## src/rtl/fetch_pkg.sv

```systemverilog
// Shared types and constants for the instruction-fetch sequencer.
package fetch_pkg;

    localparam int FETCH_ADDRESS_WIDTH = 32;
    localparam int FETCH_DATA_WIDTH    = 32;

    // Byte distance between consecutive instruction words.
    localparam int PC_INC = 4;

    // Default first fetch address after reset.
    localparam logic [FETCH_ADDRESS_WIDTH-1:0] DEFAULT_RESET_PC = 32'h0000_0000;

    // One buffered instruction together with the PC it was fetched from.
    typedef struct packed {
        logic [FETCH_ADDRESS_WIDTH-1:0] pc;
        logic [FETCH_DATA_WIDTH-1:0]    inst;
    } fetch_entry_t;

endpackage

```

## src/rtl/fetch_ctrl_if.sv

```systemverilog
// ROM, redirect and decode-side signals of the fetch sequencer.
// The master side is the fetch sequencer; the slave side is the environment.
interface fetch_ctrl_if
    import fetch_pkg::*;
#(
    parameter int ADDRESS_WIDTH = FETCH_ADDRESS_WIDTH,
    parameter int DATA_WIDTH    = FETCH_DATA_WIDTH
);

    logic [ADDRESS_WIDTH-1:0] mem_addr;
    logic [DATA_WIDTH-1:0]    mem_dout;
    logic                     redirect_valid;
    logic [ADDRESS_WIDTH-1:0] redirect_pc;
    logic                     inst_ready;
    logic                     inst_valid;
    logic [DATA_WIDTH-1:0]    inst_data;
    logic [ADDRESS_WIDTH-1:0] inst_pc;
    logic                     fetch_misaligned;

    modport master (
        output mem_addr,
        input  mem_dout,
        input  redirect_valid,
        input  redirect_pc,
        input  inst_ready,
        output inst_valid,
        output inst_data,
        output inst_pc,
        output fetch_misaligned
    );

    modport slave (
        input  mem_addr,
        output mem_dout,
        output redirect_valid,
        output redirect_pc,
        output inst_ready,
        input  inst_valid,
        input  inst_data,
        input  inst_pc,
        input  fetch_misaligned
    );

endinterface

```

## src/rtl/fetch_fifo.sv

```systemverilog
// Small synchronous FIFO of {pc, inst} entries with flush.
// When empty, the head output keeps showing the last entry that was at the
// head, so decode sees stable values while inst_valid is low.
module fetch_fifo
    import fetch_pkg::*;
#(
    parameter int DEPTH = 2
) (
    input  logic                       clk,
    input  logic                       rst,
    input  logic                       push,
    input  logic                       pop,
    input  logic                       flush,
    input  fetch_entry_t               wr_entry,
    output fetch_entry_t               head,
    output logic [$clog2(DEPTH+1)-1:0] count,
    output logic                       full,
    output logic                       empty
);

    localparam int PW = $clog2(DEPTH);
    localparam int CW = $clog2(DEPTH+1);

    fetch_entry_t   mem [DEPTH];
    fetch_entry_t   hold;
    logic [PW-1:0]  wr_ptr;
    logic [PW-1:0]  rd_ptr;

    assign full  = (count == CW'(DEPTH));
    assign empty = (count == '0);
    assign head  = empty ? hold : mem[rd_ptr];

    // Pointer and occupancy update; flush empties the buffer at once.
    always_ff @(posedge clk) begin
        if (rst || flush) begin
            wr_ptr <= '0;
            rd_ptr <= '0;
            count  <= '0;
        end else begin
            if (push) begin
                wr_ptr <= wr_ptr + PW'(1);
            end
            if (pop) begin
                rd_ptr <= rd_ptr + PW'(1);
            end
            if (push && !pop) begin
                count <= count + CW'(1);
            end else if (pop && !push) begin
                count <= count - CW'(1);
            end
        end
    end

    // Entry storage; pointers wrap naturally because DEPTH is a power of two.
    always_ff @(posedge clk) begin
        if (push && !flush) begin
            mem[wr_ptr] <= wr_entry;
        end
    end

    // Remember the current head so it stays visible once the buffer drains.
    always_ff @(posedge clk) begin
        if (rst) begin
            hold <= '0;
        end else if (!empty) begin
            hold <= mem[rd_ptr];
        end
    end

endmodule

```

## src/rtl/fetch_ctrl.sv

```systemverilog
// Instruction-fetch sequencer in front of a one-cycle synchronous ROM.
// Issues addresses, tracks the single in-flight read, buffers returned words
// with their PCs and handles redirects by flushing stale fetches.
module fetch_ctrl
    import fetch_pkg::*;
#(
    parameter int                       ADDRESS_WIDTH = FETCH_ADDRESS_WIDTH,
    parameter int                       DATA_WIDTH    = FETCH_DATA_WIDTH,
    parameter logic [ADDRESS_WIDTH-1:0] RESET_PC      = DEFAULT_RESET_PC,
    parameter int                       FIFO_DEPTH    = 2
) (
    input  logic         clk,
    input  logic         rst,
    fetch_ctrl_if.master bus
);

    localparam int CW = $clog2(FIFO_DEPTH+1);

    logic [ADDRESS_WIDTH-1:0] fetch_pc;
    logic [ADDRESS_WIDTH-1:0] inflight_pc;
    logic [ADDRESS_WIDTH-1:0] addr;
    logic                     inflight;
    logic                     misaligned;
    logic                     misaligned_next;
    logic                     redirect;
    logic                     pop;
    logic                     push;
    logic                     issue;
    logic [CW:0]              occ;
    logic [CW-1:0]            count;
    logic                     full;
    logic                     empty;
    fetch_entry_t             push_entry;
    fetch_entry_t             head_entry;

    assign redirect = bus.redirect_valid;

    // Next fetch address, handshake qualifiers and the issue decision.
    // A redirect throws away the buffer and the in-flight read, so the
    // occupancy it competes against is zero.
    always_comb begin
        addr            = redirect ? bus.redirect_pc : fetch_pc;
        misaligned_next = redirect ? (bus.redirect_pc[1:0] != 2'b00) : misaligned;
        pop             = bus.inst_valid & bus.inst_ready & ~redirect;
        occ             = '0;
        if (!redirect) begin
            occ = {1'b0, count} + (CW+1)'(inflight) - (CW+1)'(pop);
        end
        issue = ~misaligned_next & (occ < (CW+1)'(FIFO_DEPTH));
        // Space was reserved at issue time; the full check is only a safety net.
        push  = inflight & ~redirect & (~full | pop);
    end

    assign bus.mem_addr         = rst ? RESET_PC : addr;
    assign bus.inst_valid       = ~empty;
    assign bus.inst_pc          = head_entry.pc;
    assign bus.inst_data        = head_entry.inst;
    assign bus.fetch_misaligned = misaligned;

    assign push_entry.pc   = inflight_pc;
    assign push_entry.inst = bus.mem_dout;

    // Control state: fetch PC, in-flight flag and sticky misalignment flag.
    always_ff @(posedge clk) begin
        if (rst) begin
            fetch_pc   <= RESET_PC;
            inflight   <= 1'b0;
            misaligned <= 1'b0;
        end else begin
            misaligned <= misaligned_next;
            inflight   <= issue;
            if (issue) begin
                fetch_pc <= addr + ADDRESS_WIDTH'(PC_INC);
            end
        end
    end

    // PC of the read currently in flight, paired with the ROM word next cycle.
    always_ff @(posedge clk) begin
        if (issue) begin
            inflight_pc <= addr;
        end
    end

    fetch_fifo #(
        .DEPTH (FIFO_DEPTH)
    ) u_fifo (
        .clk      (clk),
        .rst      (rst),
        .push     (push),
        .pop      (pop),
        .flush    (redirect),
        .wr_entry (push_entry),
        .head     (head_entry),
        .count    (count),
        .full     (full),
        .empty    (empty)
    );

endmodule
```

## src/flat_wrapper.sv

```systemverilog
// flat-port wrapper written by rule: the top's interface ports become plain ports
module fetch_ctrl_flat import fetch_pkg::*;
#(
    parameter int                       ADDRESS_WIDTH = FETCH_ADDRESS_WIDTH,
    parameter int                       DATA_WIDTH    = FETCH_DATA_WIDTH,
    parameter logic [ADDRESS_WIDTH-1:0] RESET_PC      = DEFAULT_RESET_PC,
    parameter int                       FIFO_DEPTH    = 2
)
  (clk, rst, bus_mem_addr, bus_mem_dout, bus_redirect_valid, bus_redirect_pc, bus_inst_ready, bus_inst_valid, bus_inst_data, bus_inst_pc, bus_fetch_misaligned);
  fetch_ctrl_if #(.ADDRESS_WIDTH(ADDRESS_WIDTH), .DATA_WIDTH(DATA_WIDTH)) bus_i ();
  input  logic clk;
  input  logic rst;
  output wire logic [$bits(bus_i.mem_addr)-1:0] bus_mem_addr;
  input wire logic [$bits(bus_i.mem_dout)-1:0] bus_mem_dout;
  input wire logic [$bits(bus_i.redirect_valid)-1:0] bus_redirect_valid;
  input wire logic [$bits(bus_i.redirect_pc)-1:0] bus_redirect_pc;
  input wire logic [$bits(bus_i.inst_ready)-1:0] bus_inst_ready;
  output wire logic [$bits(bus_i.inst_valid)-1:0] bus_inst_valid;
  output wire logic [$bits(bus_i.inst_data)-1:0] bus_inst_data;
  output wire logic [$bits(bus_i.inst_pc)-1:0] bus_inst_pc;
  output wire logic [$bits(bus_i.fetch_misaligned)-1:0] bus_fetch_misaligned;
  assign bus_mem_addr = bus_i.mem_addr;
  assign bus_i.mem_dout = bus_mem_dout;
  assign bus_i.redirect_valid = bus_redirect_valid;
  assign bus_i.redirect_pc = bus_redirect_pc;
  assign bus_i.inst_ready = bus_inst_ready;
  assign bus_inst_valid = bus_i.inst_valid;
  assign bus_inst_data = bus_i.inst_data;
  assign bus_inst_pc = bus_i.inst_pc;
  assign bus_fetch_misaligned = bus_i.fetch_misaligned;
  fetch_ctrl #(.ADDRESS_WIDTH(ADDRESS_WIDTH), .DATA_WIDTH(DATA_WIDTH), .RESET_PC(RESET_PC), .FIFO_DEPTH(FIFO_DEPTH)) u_core (.clk(clk), .rst(rst), .bus(bus_i));
endmodule
```

## config.mk

```make
export PLATFORM = sky130hd
export DESIGN_NAME = fetch_ctrl_flat
export DESIGN_NICKNAME = d
export VERILOG_FILES = /design/src/rtl/fetch_pkg.sv /design/src/rtl/fetch_ctrl_if.sv /design/src/rtl/fetch_fifo.sv /design/src/rtl/fetch_ctrl.sv /design/src/flat_wrapper.sv
export SDC_FILE = /design/constraint.sdc
export NUM_CORES = 1
export LEC_CHECK = 0
export ABC_AREA = 1
export CAP_MARGIN = 10
export CELL_PAD_IN_SITES_DETAIL_PLACEMENT = 1
export CELL_PAD_IN_SITES_GLOBAL_PLACEMENT = 1
export CORE_MARGIN = 1
export CORE_UTILIZATION = 38
export DETAILED_ROUTE_END_ITERATION = 7
export DONT_BUFFER_PORTS = 1
export PLACE_DENSITY_LB_ADDON = 0.1
export SLEW_MARGIN = 10
export SYNTH_ARGS = -nofsm -noshare
export SYNTH_HDL_FRONTEND = slang
export SYNTH_HIERARCHICAL = 1
export SYNTH_SLANG_ARGS = --single-unit
export TNS_END_PERCENT = 10
```

## constraint.sdc

```tcl
create_clock -name clk -period 16.8 [get_ports clk]
set_input_delay 1.68 -clock clk [delete_from_list [all_inputs] [get_ports clk]]
set_output_delay 1.68 -clock clk [all_outputs]
set_load 0.03 [all_outputs]
```

==> results.sh <==
export IMPL_post_cts_resized=0
export IMPL_synth_area_per_cell_sq_um=9.38
export IMPL_final_nets=1308
export IMPL_max_freq_mhz=211
export IMPL_cp_max_fo=43
export IMPL_path_class="in2out"
export IMPL_clock_root_buffer="clkbuf_16"
export IMPL_instances_no_fill=1651
export IMPL_postRouteAntennaNets=0
export IMPL_postCtsSetupRepairBufs=0
export IMPL_drc=0
export IMPL_ys_warnings_count=6
export IMPL_ys_seq_area_share_pct=58.5
export IMPL_drv_slew=0
export IMPL_hpwl_um=18200
export IMPL_io_pins=166
export IMPL_synthesis_nets=1323
export IMPL_holdBufCountCts=0
export IMPL_period_share_pct=28.3
export IMPL_cp_start_kind="input port"
export IMPL_fin_skew_ps=12.1
export IMPL_fin_ws_ps=12050
export IMPL_area_delta_synth_final_pct=9.26
export IMPL_drtIter0Drc=370
export IMPL_dr_pass1_iters=4
export IMPL_dp_cells=1594
export IMPL_avgViaCountPerCell=4.84
export IMPL_period_needed_ps=4750
export IMPL_die_w_um=178
export IMPL_path_clk_slew_ps=60
export IMPL_worst_ep_required_time_ps=15120
export IMPL_initial_core_util_pct=39.1
export IMPL_cts_sinks=263
export IMPL_tightest_slew_ps=1010
export IMPL_coreArea_sq_um=30000
export IMPL_dieArea_sq_um=31600
export IMPL_total_power_mw=1.53
export IMPL_antenna_found_initial=1
export IMPL_num_rows=63
export IMPL_power_density_nw_per_um2=119
export IMPL_numCtsBuffers=30
export IMPL_grt_max_degree=120
export IMPL_p_leak_nw=5.24
export IMPL_hold_class="reg2reg"
export IMPL_relSlewSlack_pct=32.6
export IMPL_dp_slack_ps=12020
export IMPL_die_h_um=178
export IMPL_drt_total_wl_um=28800
export IMPL_worstSkewPairLatency_ps=540
export IMPL_clockBufferDepth=3
export IMPL_grtUsageTotal_pct=18.4
export IMPL_first_global_vias=8064
export IMPL_timing_final_hold_violations=0
export IMPL_drive_gt1_share_pct=17.4
export IMPL_syn_inst=1251
export IMPL_wire_per_inst_um=17.4
export IMPL_status="finished clean"
export IMPL_drv_cap=0
export IMPL_numPortBuffers=0
export IMPL_synth_seq_cells=263
export IMPL_grt_overflow=0
export IMPL_htreeDepth=1
export IMPL_num_vias=7993
export IMPL_syn_cell_area_sq_um=11700
export IMPL_setup_viol=0
export IMPL_cp_arrival_ps=3070
export IMPL_rsz0062_at_grt="false"
export IMPL_grt_pass1_wl_um=45300
export IMPL_vdd_drop_max_v=0.0000747
export IMPL_fin_setup_tns_ps=0
export IMPL_gp_congestion=0.798
export IMPL_worstSetupEndpointType="output pin"
export IMPL_ys_types=37
export IMPL_tritoncts="done"
cells in the mapped netlist:
| cell | number | area [sq um] |
|---|---|---|
| a211oi_1 | 1 | 7.51 |
| a21boi_0 | 1 | 7.51 |
| a21oi_1 | 41 | 205 |
| a21oi_2 | 41 | 359 |
| and2_1 | 1 | 6.26 |
| buf_1 | 1 | 3.75 |
| buf_12 | 7 | 140 |
| buf_2 | 14 | 70.1 |
| buf_4 | 12 | 90.1 |
| buf_6 | 11 | 124 |
| buf_8 | 1 | 15.0 |
| clkbuf_1 | 8 | 30.0 |
| dfxtp_1 | 103 | 2060 |
| edfxtp_1 | 160 | 4800 |
| fa_1 | 1 | 20.0 |
| ha_1 | 3 | 37.5 |
| inv_1 | 71 | 267 |
| inv_2 | 6 | 22.5 |
| nand2_1 | 474 | 1780 |
| nand2_2 | 73 | 457 |
| nand2_4 | 18 | 203 |
| nand2_8 | 1 | 20.0 |
| nand3_1 | 27 | 135 |
| nand3_2 | 1 | 10.0 |
| nand4_1 | 2 | 12.5 |
| nor2_1 | 102 | 383 |
| nor2_2 | 12 | 75.1 |
| nor2_4 | 8 | 90.1 |
| nor2_8 | 1 | 20.0 |
| nor3_1 | 4 | 20.0 |
| o21ai_0 | 30 | 150 |
| o21ai_1 | 2 | 10.0 |
| o22ai_1 | 1 | 6.26 |
| or2_0 | 1 | 6.26 |
| or2_2 | 2 | 12.5 |
| xnor2_1 | 1 | 8.76 |
| xor2_1 | 8 | 70.1 |
sequential cells by signal, indices dropped and copies added, names as in the netlist, named ones only:
signal,flops
u_core/u_fifo/mem,128
u_core/bus.fetch_misaligned,1
u_core/u_fifo/rd_ptr,1
u_core/u_fifo/wr_ptr,1
u_core/inflight,1
u_core/u_fifo/hold,64
u_core/u_fifo/count,2
u_core/fetch_pc,32
u_core/inflight_pc,32
worst max-delay path, cell delays in order:
cell     delay [ps]
inv_2           450
nand2_1         270
nand2_8         150
inv_1            60
nor2_1          420
cell usage in the layout, fill, tap and decap left out, types with 3 or more instances in the layout:
cell type,netlist,layout
a21oi_1,41,41
a21oi_2,41,41
buf_4,12,7
bufinv_16,0,3
clkbuf_1,8,5
clkbuf_16,0,31
clkbuf_8,0,3
clkinv_1,0,5
clkinv_2,0,6
clkinv_4,0,3
dfxtp_1,103,102
edfxtp_1,160,160
ha_1,3,3
inv_1,71,71
inv_2,6,5
nand2_1,474,474
nand2_2,73,73
nand2_4,18,18
nand3_1,27,27
nor2_1,102,102
nor2_2,12,12
nor2_4,8,8
o21ai_0,30,30
xor2_1,8,8
final timing paths:
| path | startpoint | endpoint | slack, ps | depth (start not counted) |
|---|---|---|---|---|
| worst min register to register | u_core/inflight_pc[29]$_DFFE_PP_ | u_core/u_fifo/mem[1][61]$_DFFE_PP_ | 450 | 0 |
| worst max register to register | u_core/u_fifo/count[1]$_SDFFE_PP0P_ | u_core/fetch_pc[10]$_SDFFE_PP0P_ | 12200 | 19 |
| worst max-delay path | bus_redirect_valid | bus_mem_addr[8] | 12050 | 5 |
| worst min-delay path | u_core/inflight_pc[29]$_DFFE_PP_ | u_core/u_fifo/mem[1][61]$_DFFE_PP_ | 450 | 0 |
power by group:
| group | internal, mW | total, mW | leakage [nW] | switching (mW) |
|---|---|---|---|---|
| clock | 0.396 | 0.658 | 0.496 | 0.262 |
| combinational | 0.0306 | 0.139 | 2.43 | 0.109 |
| sequential | 0.717 | 0.731 | 2.31 | 0.0132 |
| total | 1.14 | 1.53 | 5.24 | 0.384 |
layout make-up:
| class | instances | area [sq um] |
|---|---|---|
| well taps | 390 | 488 |
| multi-input cells | 857 | 4120 |
| clock inverters | 17 | 169 |
| flip-flops and latches | 263 | 6870 |
| inverters | 77 | 290 |
| clock buffers | 39 | 836 |
| repair buffers | 7 | 52.6 |
| fillers | 3394 | 17200 |
| diodes | 1 | 2.50 |
per-stage QoR:
| step | instance area, sq um | hold slack [ps] | utilization (%) |
|---|---|---|---|
| 2_1_floorplan | 11700 | 421 | - |
| 3_3_place_gp | 11800 | 424 | 39.4 |
| 3_5_place_dp | 11800 | 433 | 39.4 |
| 4_1_cts | 12800 | 448 | 42.7 |
| 5_1_grt | 12800 | 453 | 42.7 |
| 6_report | 12800 | 448 | 42.7 |
kinds of logic after synthesis:
family                     Yosys count  synth area share [%]
AOI/OAI and AO/OA                  117                  6.35
xor gates and xnor gates             9                 0.671
adders and majority gates            4                 0.490
buffers and inverters              131                  6.49
DFF                                263                  58.5
and+or+nand+nor                    727                  27.5
routing by layer:
layer / up-vias / track usage (%) / wire length (um)
li1: 3971 / - / -
met1: 3833 / 25.4 / 13800
met2: 157 / 29.9 / 12900
met3: 32 / 3.23 / 1390
met4: 0 / 4.38 / 607
met5: - / 0 / 0
Power figures use the tool's default switching activity.
